File: src/rtl/crc_decoder_pkg.sv
// Shared constants and state encoding for the bit-serial CRC-4 decoder.
// Generator is x^4+x+1; only the low terms are stored because the x^4 term is implicit.
package crc_decoder_pkg;

  localparam int CRC_WIDTH = 4;
  localparam logic [CRC_WIDTH-1:0] CRC_POLY = 4'b0011;

  typedef enum logic [1:0] {
    ST_IDLE = 2'd0,
    ST_RUN  = 2'd1,
    ST_DONE = 2'd2
  } state_t;

  // One step of MSB-first long division: shift the remainder, fold the poly in on feedback.
  function automatic logic [CRC_WIDTH-1:0] crc_step(input logic [CRC_WIDTH-1:0] rem,
                                                    input logic bit_in);
    logic fb;
    fb = rem[CRC_WIDTH-1] ^ bit_in;
    return {rem[CRC_WIDTH-2:0], 1'b0} ^ (fb ? CRC_POLY : '0);
  endfunction

endpackage

File: src/rtl/crc_decoder_if.sv
// Codeword in, decode status and recovered data out, plus the FSM state for observation.
// Ready/valid are a completion/status pair, not flow control: Ready=1 means the result
// is final and held; valid qualifies the CRC check and is only meaningful while Ready=1.
interface crc_decoder_if #(
  parameter int INPUT_BITS = 20
);
  import crc_decoder_pkg::*;

  localparam int OUTPUT_BITS = INPUT_BITS - CRC_WIDTH;

  logic [INPUT_BITS-1:0]  InputData;
  logic                   Ready;
  logic                   valid;
  logic [OUTPUT_BITS-1:0] OutputData;
  state_t                 state;

  modport master (
    output InputData,
    input  Ready,
    input  valid,
    input  OutputData,
    input  state
  );

  modport slave (
    input  InputData,
    output Ready,
    output valid,
    output OutputData,
    output state
  );

endinterface

File: src/rtl/crc_decoder_step.sv
// Combinational per-bit remainder update for the CRC-4 divider.
module crc4_step
  import crc_decoder_pkg::*;
(
  input  logic [CRC_WIDTH-1:0] rem,
  input  logic                 bit_in,
  output logic [CRC_WIDTH-1:0] rem_next
);

  assign rem_next = crc_step(rem, bit_in);

endmodule

File: src/rtl/crc_decoder.sv
// Bit-serial CRC-4 decoder: start low loads the codeword and clears; start high divides one
// bit per clock, MSB first, and raises Ready on the INPUT_BITS-th edge.
module crc_decoder
  import crc_decoder_pkg::*;
#(
  parameter int INPUT_BITS = 20
) (
  input logic           clk,
  input logic           start,
  crc_decoder_if.slave  bus
);

  localparam int OUTPUT_BITS = INPUT_BITS - CRC_WIDTH;
  localparam int CNT_W       = $clog2(INPUT_BITS + 1);
  localparam logic [CNT_W-1:0] LAST_CNT = CNT_W'(INPUT_BITS - 1);

  state_t                 state_q, state_d;
  logic [INPUT_BITS-1:0]  shreg_q, shreg_d;
  logic [INPUT_BITS-1:0]  data_q;
  logic [CNT_W-1:0]       cnt_q, cnt_d;
  logic [CRC_WIDTH-1:0]   rem_q, rem_d, rem_step;
  logic                   ready_q, ready_d;
  logic                   valid_q, valid_d;
  logic [OUTPUT_BITS-1:0] out_q, out_d;

  crc4_step u_step (
    .rem      (rem_q),
    .bit_in   (shreg_q[INPUT_BITS-1]),
    .rem_next (rem_step)
  );

  // data_q is a private copy so later InputData changes cannot reach OutputData.
  always_ff @(posedge clk) begin
    if (!start) begin
      state_q <= ST_IDLE;
      shreg_q <= bus.InputData;
      data_q  <= bus.InputData;
      cnt_q   <= '0;
      rem_q   <= '0;
      ready_q <= 1'b0;
      valid_q <= 1'b0;
      out_q   <= '0;
    end else begin
      state_q <= state_d;
      shreg_q <= shreg_d;
      cnt_q   <= cnt_d;
      rem_q   <= rem_d;
      ready_q <= ready_d;
      valid_q <= valid_d;
      out_q   <= out_d;
    end
  end

  always_comb begin
    state_d = state_q;
    shreg_d = shreg_q;
    cnt_d   = cnt_q;
    rem_d   = rem_q;
    ready_d = ready_q;
    valid_d = valid_q;
    out_d   = out_q;
    unique case (state_q)
      // IDLE already consumes a bit so the first start-high edge counts as bit one.
      ST_IDLE, ST_RUN: begin
        rem_d   = rem_step;
        shreg_d = {shreg_q[INPUT_BITS-2:0], 1'b0};
        cnt_d   = cnt_q + CNT_W'(1);
        if (cnt_q == LAST_CNT) begin
          state_d = ST_DONE;
          ready_d = 1'b1;
          valid_d = (rem_step == '0);
          out_d   = data_q[INPUT_BITS-1:CRC_WIDTH];
        end else begin
          state_d = ST_RUN;
        end
      end
      ST_DONE: begin
        state_d = ST_DONE;
      end
      default: begin
        state_d = ST_IDLE;
      end
    endcase
  end

  assign bus.Ready      = ready_q;
  assign bus.valid      = valid_q;
  assign bus.OutputData = out_q;
  assign bus.state      = state_q;

endmodule

File: src/flat_wrapper.sv
// flat-port wrapper written by rule: the top's interface ports become plain ports
module crc_decoder_flat import crc_decoder_pkg::*;
#(
  parameter int INPUT_BITS = 20
)
  (clk, start, bus_InputData, bus_Ready, bus_valid, bus_OutputData, bus_state);
  crc_decoder_if #(.INPUT_BITS(INPUT_BITS)) bus_i ();
  input logic clk;
  input logic start;
  input wire logic [$bits(bus_i.InputData)-1:0] bus_InputData;
  output wire logic [$bits(bus_i.Ready)-1:0] bus_Ready;
  output wire logic [$bits(bus_i.valid)-1:0] bus_valid;
  output wire logic [$bits(bus_i.OutputData)-1:0] bus_OutputData;
  output wire logic [$bits(bus_i.state)-1:0] bus_state;
  assign bus_i.InputData = bus_InputData;
  assign bus_Ready = bus_i.Ready;
  assign bus_valid = bus_i.valid;
  assign bus_OutputData = bus_i.OutputData;
  assign bus_state = bus_i.state;
  crc_decoder #(.INPUT_BITS(INPUT_BITS)) u_core (.clk(clk), .start(start), .bus(bus_i));
endmodule
File: config.mk
export PLATFORM = sky130hd
export DESIGN_NAME = crc_decoder_flat
export DESIGN_NICKNAME = d
export VERILOG_FILES = /design/src/rtl/crc_decoder_pkg.sv /design/src/rtl/crc_decoder_if.sv /design/src/rtl/crc_decoder_step.sv /design/src/rtl/crc_decoder.sv /design/src/flat_wrapper.sv
export SDC_FILE = /design/constraint.sdc
export NUM_CORES = 1
export LEC_CHECK = 0
export ABC_CLOCK_PERIOD_IN_PS = 1200
export CAP_MARGIN = 10
export CELL_PAD_IN_SITES_DETAIL_PLACEMENT = 2
export CELL_PAD_IN_SITES_GLOBAL_PLACEMENT = 2
export CORE_AREA = 2 2 84 103
export DETAILED_ROUTE_END_ITERATION = 6
export DIE_AREA = 0 0 86 105
export PLACE_DENSITY_LB_ADDON = 0.05
export SLEW_MARGIN = 20
export SYNTH_ARGS = -nofsm -noshare
export SYNTH_HDL_FRONTEND = slang
export SYNTH_SLANG_ARGS = --single-unit
File: constraint.sdc
create_clock -name clk -period 1.2 [get_ports clk]
set_input_delay 0.12 -clock clk [delete_from_list [all_inputs] [get_ports clk]]
set_output_delay 0.12 -clock clk [all_outputs]
set_load 0.005 [all_outputs]
==> results of run 1 <==
-- worst max-delay path: stages, from the launching register on --
cell,delay (ps)
edfxtp_1,440
xnor2_2,210
ha_2,190
nor3b_4,210
nand3_2,90
a21oi_2,110
-- power breakdown --
group          internal (µW)  total, µW  leakage, µW  switching, µW
combinational            217        381     0.000596            165
clock                    934       1780    0.0000877            851
sequential              2500       2560     0.000611           67.2
-- cells in the mapped netlist, types with 4 or more instances --
cell type	n	area share, %
buf_2	5	1.0
edfxtp_1	36	43
o21ai_1	9	1.8
buf_6	5	2.2
o21ai_0	7	1.4
a21oi_1	17	3.4
nor2b_1	4	1.0
nor2_1	9	1.3
mux2_2	19	8.5
nand3_1	17	3.4
mux2i_1	4	1.6
dfxtp_1	29	23
-- what timing repair did --
action | 4_1_cts | 5_1_grt
setup buffers | 0 | 2
cloned | 0 | 1
pin swaps | 0 | 30
endpoints found under the setup margin | 41 | 21
resized for setup | 56 | 47
-- final cells by class --
type	count	area (µm²)
clock inverter	7	61.3
sequential	65	1680
tap	95	119
multi-input combinational	105	982
clock buffer	9	124
timing repair buffer	62	639
inverter	2	7.51
fill	788	4360
-- metal layers --
metal	global-route usage (%)	up-vias	part of all wire, %
met5	0	-	0
met3	5.21	5	4.1
met1	17.8	826	41
li1	-	796	-
met4	5.78	0	1.0
met2	22.4	39	54
-- through the flow --
| step | instance area [µm²] | setup TNS, ps |
|---|---|---|
| 2_1_floorplan | 2510 | -467 |
| 3_3_place_gp | 3120 | -10070 |
| 3_5_place_dp | 3120 | -11930 |
| 4_1_cts | 3380 | -128 |
| 5_1_grt | 3610 | -1880 |
| 6_report | 3610 | -788 |
-- worst min path at each step --
stage                                   from                       end  slack [ps]  cells past startpoint
floorplan                  bus_InputData[10]         u_core.data_q[10]         220                      0
global placement    u_core.bus.OutputData[3]  u_core.bus.OutputData[3]         450                      2
detailed placement  u_core.bus.OutputData[3]  u_core.bus.OutputData[3]         470                      2
CTS                        bus_InputData[16]         u_core.data_q[16]         360                      1
global route               bus_InputData[16]         u_core.data_q[16]         360                      1
finish                      bus_InputData[6]          u_core.data_q[6]         380                      1
-- kinds of logic after synthesis --
group	count (synthesis)	share of synthesized area, %
AOI/OAI and AO/OA	38	8.13
xor gates and xnor gates	5	1.75
adders and majority gates	2	0.997
buffers and inverters	15	4.83
DFF	65	66.2
muxes	23	10.1
and+or+nand+nor	37	7.98
-- sequential cells by signal, indices dropped and copies added, names as in the netlist --
name and cells:
u_core.bus.state 2, u_core.shreg_q 20, u_core.cnt_q 5, u_core.bus.valid 1
u_core.data_q 16, u_core.bus.OutputData 16, u_core.rem_q 4, u_core.bus.Ready 1
==> impl_results.md, run 1 <==
- Fin crit period: 1310 ps
- Synth warnings: 0
- Fin. Hold Viols: 0
- Final #Nets: approximately 270
- Crit path launch type: flip-flop
- Commonest cells after routing, fill and taps aside: edfxtp_1, clkdlybuf4s50_1, dlygate4sd2_1, mux2_2, dfxtp_1
- Worst reg2reg path startpoint: u_core.shreg_q[19]
- Register area share after synthesis: about two thirds
- Pins Over Slew Limit: 0
- Status: finished with violations
- RSZ-0062 raised after global routing: yes
- Violated checks: setup timing
- Final setup vio count: 18
- Row count: 36
- Setup crit end: u_core.bus.valid
- Worst Clk Skew: approximately 7.5 ps
- Worst Path Max Fanout: 2
- Placer Congestion: 0.748
- Setup crit start: u_core.shreg_q[19]
- Root Driver: clkbuf_8
- Port Buffers: between 40 and 50
- Final worst slack: -114 ps
- Initial drt markers: 87
- Slew headroom: 82.0%
- Period utilization: 110%
- WL final: 6.11 mm
- Avg Vias per Cell: slightly below 5
- Post-synth EDFFs: 36
- Placed Cells: 326
- IR drop worst, VDD: between 600 and 700 µV
- Clock sinks: 65
- Predominant post-synthesis flop cell: edfxtp_1
- #FFs+latches synth: 65
- Vias: 1,666
- Chip height: about 110 µm
- First-pass GRT wire length: 9.53 mm
- Reg2Reg Depth: 5
- Worst Max-Slew Pin Slew: 269 ps
- Power Total: between 4000 and 5000 µW
- Vias in the first global route: approximately 1,700
- DP HPWL: around 4.1 mm
- Syn Area/Cell: ~14 µm²
- Initial antenna violation count: 0
- Mapped Cells: between 150 and 200
- ANT cells: 0
- Latest clock arrival within the worst-skew pair: ~340 ps
- Largest net degree at the start of global routing: 25
- Critical path class: flip-flop to flip-flop
- Hold Buf Count CTS: 0
- CTS tree: done
- Clock transition at path regs: 80 ps
- Crit path DAT: between 1500 and 2000 ps
- Commonest non-fill, non-tap cell in the layout: edfxtp_1
- Number of distinct library cells after synthesis: 29
- CP Capture Type: flip-flop
- H-tree depth: 3
- Netlist Area Pre-Place: ~2500 µm²
- DR WL/cell: between 15 and 20 µm
- Pre-Repair DR Iteration Count: 4
- Post-layout util: a little under half
- GRT Total Usage: 14.3%
- Finished Layout Cells: 345
- Antenna viol nets, final: 0
- PwrDens: 1310 nW/µm²
- FMAX: 761 MHz
- DP Worst Slack: -242 ps
- Mapped Nets: about 210
- Req. time, crit path: 1480 ps
- Initial Util: 31.5%
- Longest Clk Path Bufs: 2
- R2R Setup Slk: -110 ps
- Worst hold slack: between 300 and 400 ps
- Reg2reg end: u_core.bus.valid
- DIE AREA: ~9000 µm²
- Max-cap violation count: 0
- GRT Residual Overflow: 0
- Layout cell share with drive strength beyond 1: between 40% and 50%
- Layout area overhead: 43.9%
- Async SR Flop Fraction: 0%
- DRC Markers: 0
- Path type of the worst min-delay path: primary input to flip-flop
- Core box area: 7970 µm²
- Die width: around 86 µm
- Leak Pwr: between 0.001 and 0.0015 µW
- Cts bufs inserted: 9
- I/O Pins: 42
Note: power is estimated with default switching activity, not from simulation.
==> run 2, diff against run 1 <==
- TNS_END_PERCENT: default -> 30
==> run 2 against run 1 <==
Effect of this change: the run still ends with setup timing left; sequential share of layout area shrank 0.60 points; largest cell class unchanged; highest routed layer unchanged; via count is 1.2% higher; critical endpoint unchanged; die area did not move; setup slack worse by 57 ps; non-clock buffer count increased by 8; largest power group unchanged; global-route usage up 1.2 points.
==> impl_results.md, run 2 (synthesized netlist as in run 1, its figures left out) <==
- Largest net degree at the start of global routing: 25
- Worst Clk Skew: roughly 6.5 ps
- Req. time, crit path: 1460 ps
- Crit-path max cell delay: about 460 ps
- Latest clock arrival within the worst-skew pair: between 300 and 400 ps
- Max-cap violation count: 0
- Hold Buf Count CTS: 0
- Fin crit period: approximately 1400 ps
- Root Driver: clkbuf_8
- Reg with most FFs: u_core.shreg_q
- Initial antenna violation count: 0
- Period utilization: 114%
- Crit path launch type: flip-flop
- Finished Layout Cells: approximately 350
- CP Cell Sequence: xnor2_2 -> ha_1 -> nor3b_2 -> nand3_1 -> a21oi_1
- Die width: ~86 µm
- Status: finished with violations
- Clock sinks: 65
- Cts bufs inserted: 9
- Antenna viol nets, final: 0
- Violated checks: setup timing
- DIE AREA: around 9000 µm²
- Post-layout util: a little under half
- ANT cells: 0
- First-pass GRT wire length: 10.5 mm
- Port Buffers: 41
- Fin. Hold Viols: 0
- FMAX: around 730 MHz
- CP Capture Type: flip-flop
- DRC Markers: 0
- Leak Pwr: roughly 0.0014 µW
- Layout cell share with drive strength beyond 1: between 40% and 50%
- Final setup vio count: 21
- H-tree depth: 3
- Filler cells: ~780
- Longest Clk Path Bufs: 2
- Core box area: about 8000 µm²
- Vias in the first global route: just over 2,000
- CTS tree: done
- Initial drt markers: 42
- Number of flip-flops in the largest register: 20
- Commonest non-fill, non-tap cell in the layout: edfxtp_1
- IR drop worst, VDD: 846 µV
- Avg Vias per Cell: about 4.8
- Global-route layer with the greatest usage: met2
- Initial Util: between 30% and 40%
- Setup crit start: u_core.shreg_q[19]
- Reg2Reg Depth: 5
- Met2 GRT Util: a little under 30%
- Commonest cells after routing, fill and taps aside: edfxtp_1, clkdlybuf4s50_1, mux2_2, dlygate4sd2_1
- Final #Nets: 277
- Worst Path Max Fanout: 2
- Met3 Use GR: around 3.5%
- Layout area overhead: 46.1%
- PwrDens: approximately 1400 nW/µm²
- Slew headroom: approximately four fifths
- Worst reg2reg path startpoint: u_core.shreg_q[19]
- Vias: ~1,700
- Pre-Repair DR Iteration Count: 4
- Clock transition at path regs: ~70 ps
- WL final: ~6.7 mm
- RSZ-0062 raised after global routing: yes
- Met1 GRT Util: roughly 17%
- Hold Crit Start: bus_InputData[9]
- DP HPWL: 4.76 mm
- GRT Total Usage: roughly 16%
- R2R Setup Slk: -170 ps
- Worst Max-Slew Pin Slew: ~320 ps
- Setup crit end: u_core.bus.valid
- Path type of the worst min-delay path: primary input to flip-flop
- GRT Residual Overflow: 0
- DR WL/cell: 19.0 µm
- Slowest cell on crit path: edfxtp_1
- Chip height: about 110 µm
- Pins Over Slew Limit: 0
- I/O Pins: between 40 and 50
- Row count: 36
- Placed Cells: between 300 and 400
- Crit path DAT: about 1600 ps
- Final worst slack: -171 ps
- Reg2reg end: u_core.bus.valid
- Critical path class: flip-flop to flip-flop
- Placer Congestion: 0.680
run 2: cell count changes in the layout (fill, tap and decap cells not counted), sizes merged:
cell | previous run | this run
clkinvlp | 2 | 1
bufinv | 1 | 2
dlymetal6s2s | 0 | 1
dlygate4sd2 | 20 | 19
buf | 21 | 29
run 2: layout make-up:
class                      instances  area, µm²  area share (%)
multi-input combinational        105        925            25.2
clock inverter                     7       85.1            2.32
inverter                           2       7.51           0.205
tap                               95        119            3.24
sequential                        65       1680            45.9
clock buffer                       9        124            3.38
timing repair buffer              70        724            19.8
run 2: critical path: cells and delay by family, from the launching register on:
kind / cells / cell delay [ps]
DFF: 1 / 460
adders and majority gates: 1 / 170
and+or+nand+nor: 2 / 330
AOI/OAI and AO/OA: 1 / 160
xor gates and xnor gates: 1 / 180
run 2: routing by layer:
metal / part of all wire (%) / vias up
met2: 57 / 38
met5: 0 / -
li1: - / 816
met1: 38 / 824
met3: 3.5 / 8
met4: 1.3 / 0
run 2: metrics by stage:
stage	setup TNS, ps	hold slack [ps]	setup slack [ps]	power, µW	instance area [µm²]
global route	-2390	377	-234	5150	3670
detailed placement	-13530	470	-258	2970	3180
finish	-1100	375	-171	4960	3670
global placement	-10750	448	-213	2930	3180
floorplan	-1340	219	-133	2760	2510
CTS	-1020	372	-132	4990	3540
run 2: timing repair:
| item | 4_1_cts | 5_1_grt |
|---|---|---|
| endpoints found under the setup margin | 41 | 24 |
| buffers inserted | 2 | 2 |
| gates cloned | 1 | 0 |
| pin swaps | 7 | 11 |
| gates resized for setup | 66 | 28 |
run 2: how the worst min path moves through the flow:
stage               slack (ps)                  endpoint  cells after the start
global placement           450  u_core.bus.OutputData[3]                      2
CTS                        370          u_core.data_q[9]                      1
detailed placement         470  u_core.bus.OutputData[3]                      2
finish                     370          u_core.data_q[9]                      1
global route               380          u_core.data_q[9]                      1
floorplan                  220         u_core.data_q[10]                      0
run 2: report_power, final:
group,leakage [µW],internal [µW],switching (µW)
Combinational,0.000662,227,170
Clock,0.000104,1150,852
Sequential,0.000614,2500,64.7
==> RTL edit, RTL diff (settings of run 1) <==
Set the package constant `CRC_WIDTH` to 6 (it was 4).
--- a/src/rtl/crc_decoder_pkg.sv
+++ b/src/rtl/crc_decoder_pkg.sv
@@ -2,7 +2,7 @@
 // Generator is x^4+x+1; only the low terms are stored because the x^4 term is implicit.
 package crc_decoder_pkg;
 
-  localparam int CRC_WIDTH = 4;
+  localparam int CRC_WIDTH = 6;
   localparam logic [CRC_WIDTH-1:0] CRC_POLY = 4'b0011;
 
   typedef enum logic [1:0] {
Interface: changed (resized bus_OutputData); port bits go from 42 to 40. The function was not compared with the original's and may differ.
==> RTL edit against run 1 <==
  * The flow still finishes with violations (setup timing)
  * Maximum frequency about the same
  * Wire length down 14%
  * Via count decreased by 10%
  * Sequential cell count down 2
  * Area after synthesis decreased by 4.0%
  * Synthesized cell count shrank 4.9%
  * Die area is the same
  * Power decreased by 4.0%
  * Cell area fell by 8.8%
  * Setup slack barely moved
  * Non-clock buffer count shrank 5
  * Largest cell class unchanged
  * Highest routed layer unchanged
==> RTL edit: results (changes against run 1) <==
| Metric | Value |
|---|---|
| Combinational power | 322 µW (-15%) |
| Delay of the slowest critical-path stage | 0.35 ns (-0.09 ns) |
| WL met1 | 2.26 mm (-11%) |
| Ranking of synthesized cells by area | edfxtp_1, dfxtp_1, mux2_1 |
| Non-clock buffer share | 17.5% (-0.20 points) |
| Area after DPL | 3050 µm² (-2.2%) |
| Worst path top cell family by delay | simple AND/OR/NAND/NOR gates |
| Worst hold slack | 0.249 ns (-0.134 ns) |
| Reg area | 1610 µm² (-3.9%) |
| Vias in the first global route | 1722 (-0.46%) |
| Status | finished with violations |
| Final setup fails | 17 (-1) |
| Crit path from | u_core.cnt_q[0]$_SDFFE_PN0N_ |
| Met1 Track Usage GR | 15.3% (-2.5 points) |
| Gr usage total | 12.8% (-1.6 points) |
| Met3 WL | 214 µm (-15%) |
| Layout cells sized above 1 | 19.2% (-26 points) |
| Crit path DAT | 1.57 ns (-0.02 ns) |
| Synth Area in Adders | 1.04% (+0.041 points) |
| Final-layout clock buffer total | 11 (+2) |
| GR met2 Demand/Resource | 20.9% (-1.5 points) |
| Mapped Area | 2410 µm² (-4.0%) |
| Critical path destination | u_core.bus.OutputData[12]$_SDFFE_PN0P_ |
| Hold EP | u_core.bus.state[1]$_SDFF_PN0_ |
| Final worst setup slack | -0.114 ns (+0.000331 ns) |
| Detail Route met2 WL | 2.67 mm (-18%) |
| XOR/XNOR Fraction of Synth Area | 1.82% (+0.072 points) |
| Post-synthesis compound-gate area fraction | 1.30% (-6.8 points) |
| Placed instance count | 315 (-3.4%) |
| RR Startpoint | u_core.cnt_q[0]$_SDFFE_PN0N_ |
| Hold path depth | 3 (+2) |
| Number of non-clock buffers | 57 (-8.1%) |
| Seq area share | 49.0% (+2.5 points) |
| Port Buf Inserts | 39 (-4.9%) |
| Num sequential | 63 (-3.1%) |
| Skew final | 0.00884 ns (+0.00138 ns) |
| Distinct cells, synth | 22 (-24%) |
| Failing checks | setup timing |
| Synthesized Nets | 200 (-4.3%) |
| Crit share post-route | 109% (about the same) |
| Nets | 258 (-4.1%) |
| Sequential fraction of the synthesis area | 66.5% (+0.26 points) |
| Slew @ Worst Pin | 0.413 ns (+0.144 ns) |
==> RTL edit: cell types whose count changed in the layout (fill, tap and decap cells not counted), moves of 4 or more <==
cell / delta
o21ai_1: -6
mux2i_1: +17
nand3_2: -11
mux2_1: +19
mux2_2: -19
o21ai_2: -11
nand2_1: +29
buf_6: -6
nand3_4: -4
a21oi_2: -14
==> RTL edit: repair_timing <==
item                       4_1_cts  5_1_grt
setup buffers                    2        0
pin swaps                        0        6
resized for setup               26        5
setup endpoints to repair       35       21
cloned                           0        1
==> RTL edit: worst register-to-register path, delay by kind of cell (launching register included) <==
family / cells / cell delay, ns
AND/OR/NAND/NOR: 2 / 0.39
flip-flops: 1 / 0.35
multiplexers: 1 / 0.21
adder cells (fa/ha/maj): 1 / 0.14
buffers and inverters: 1 / 0.14
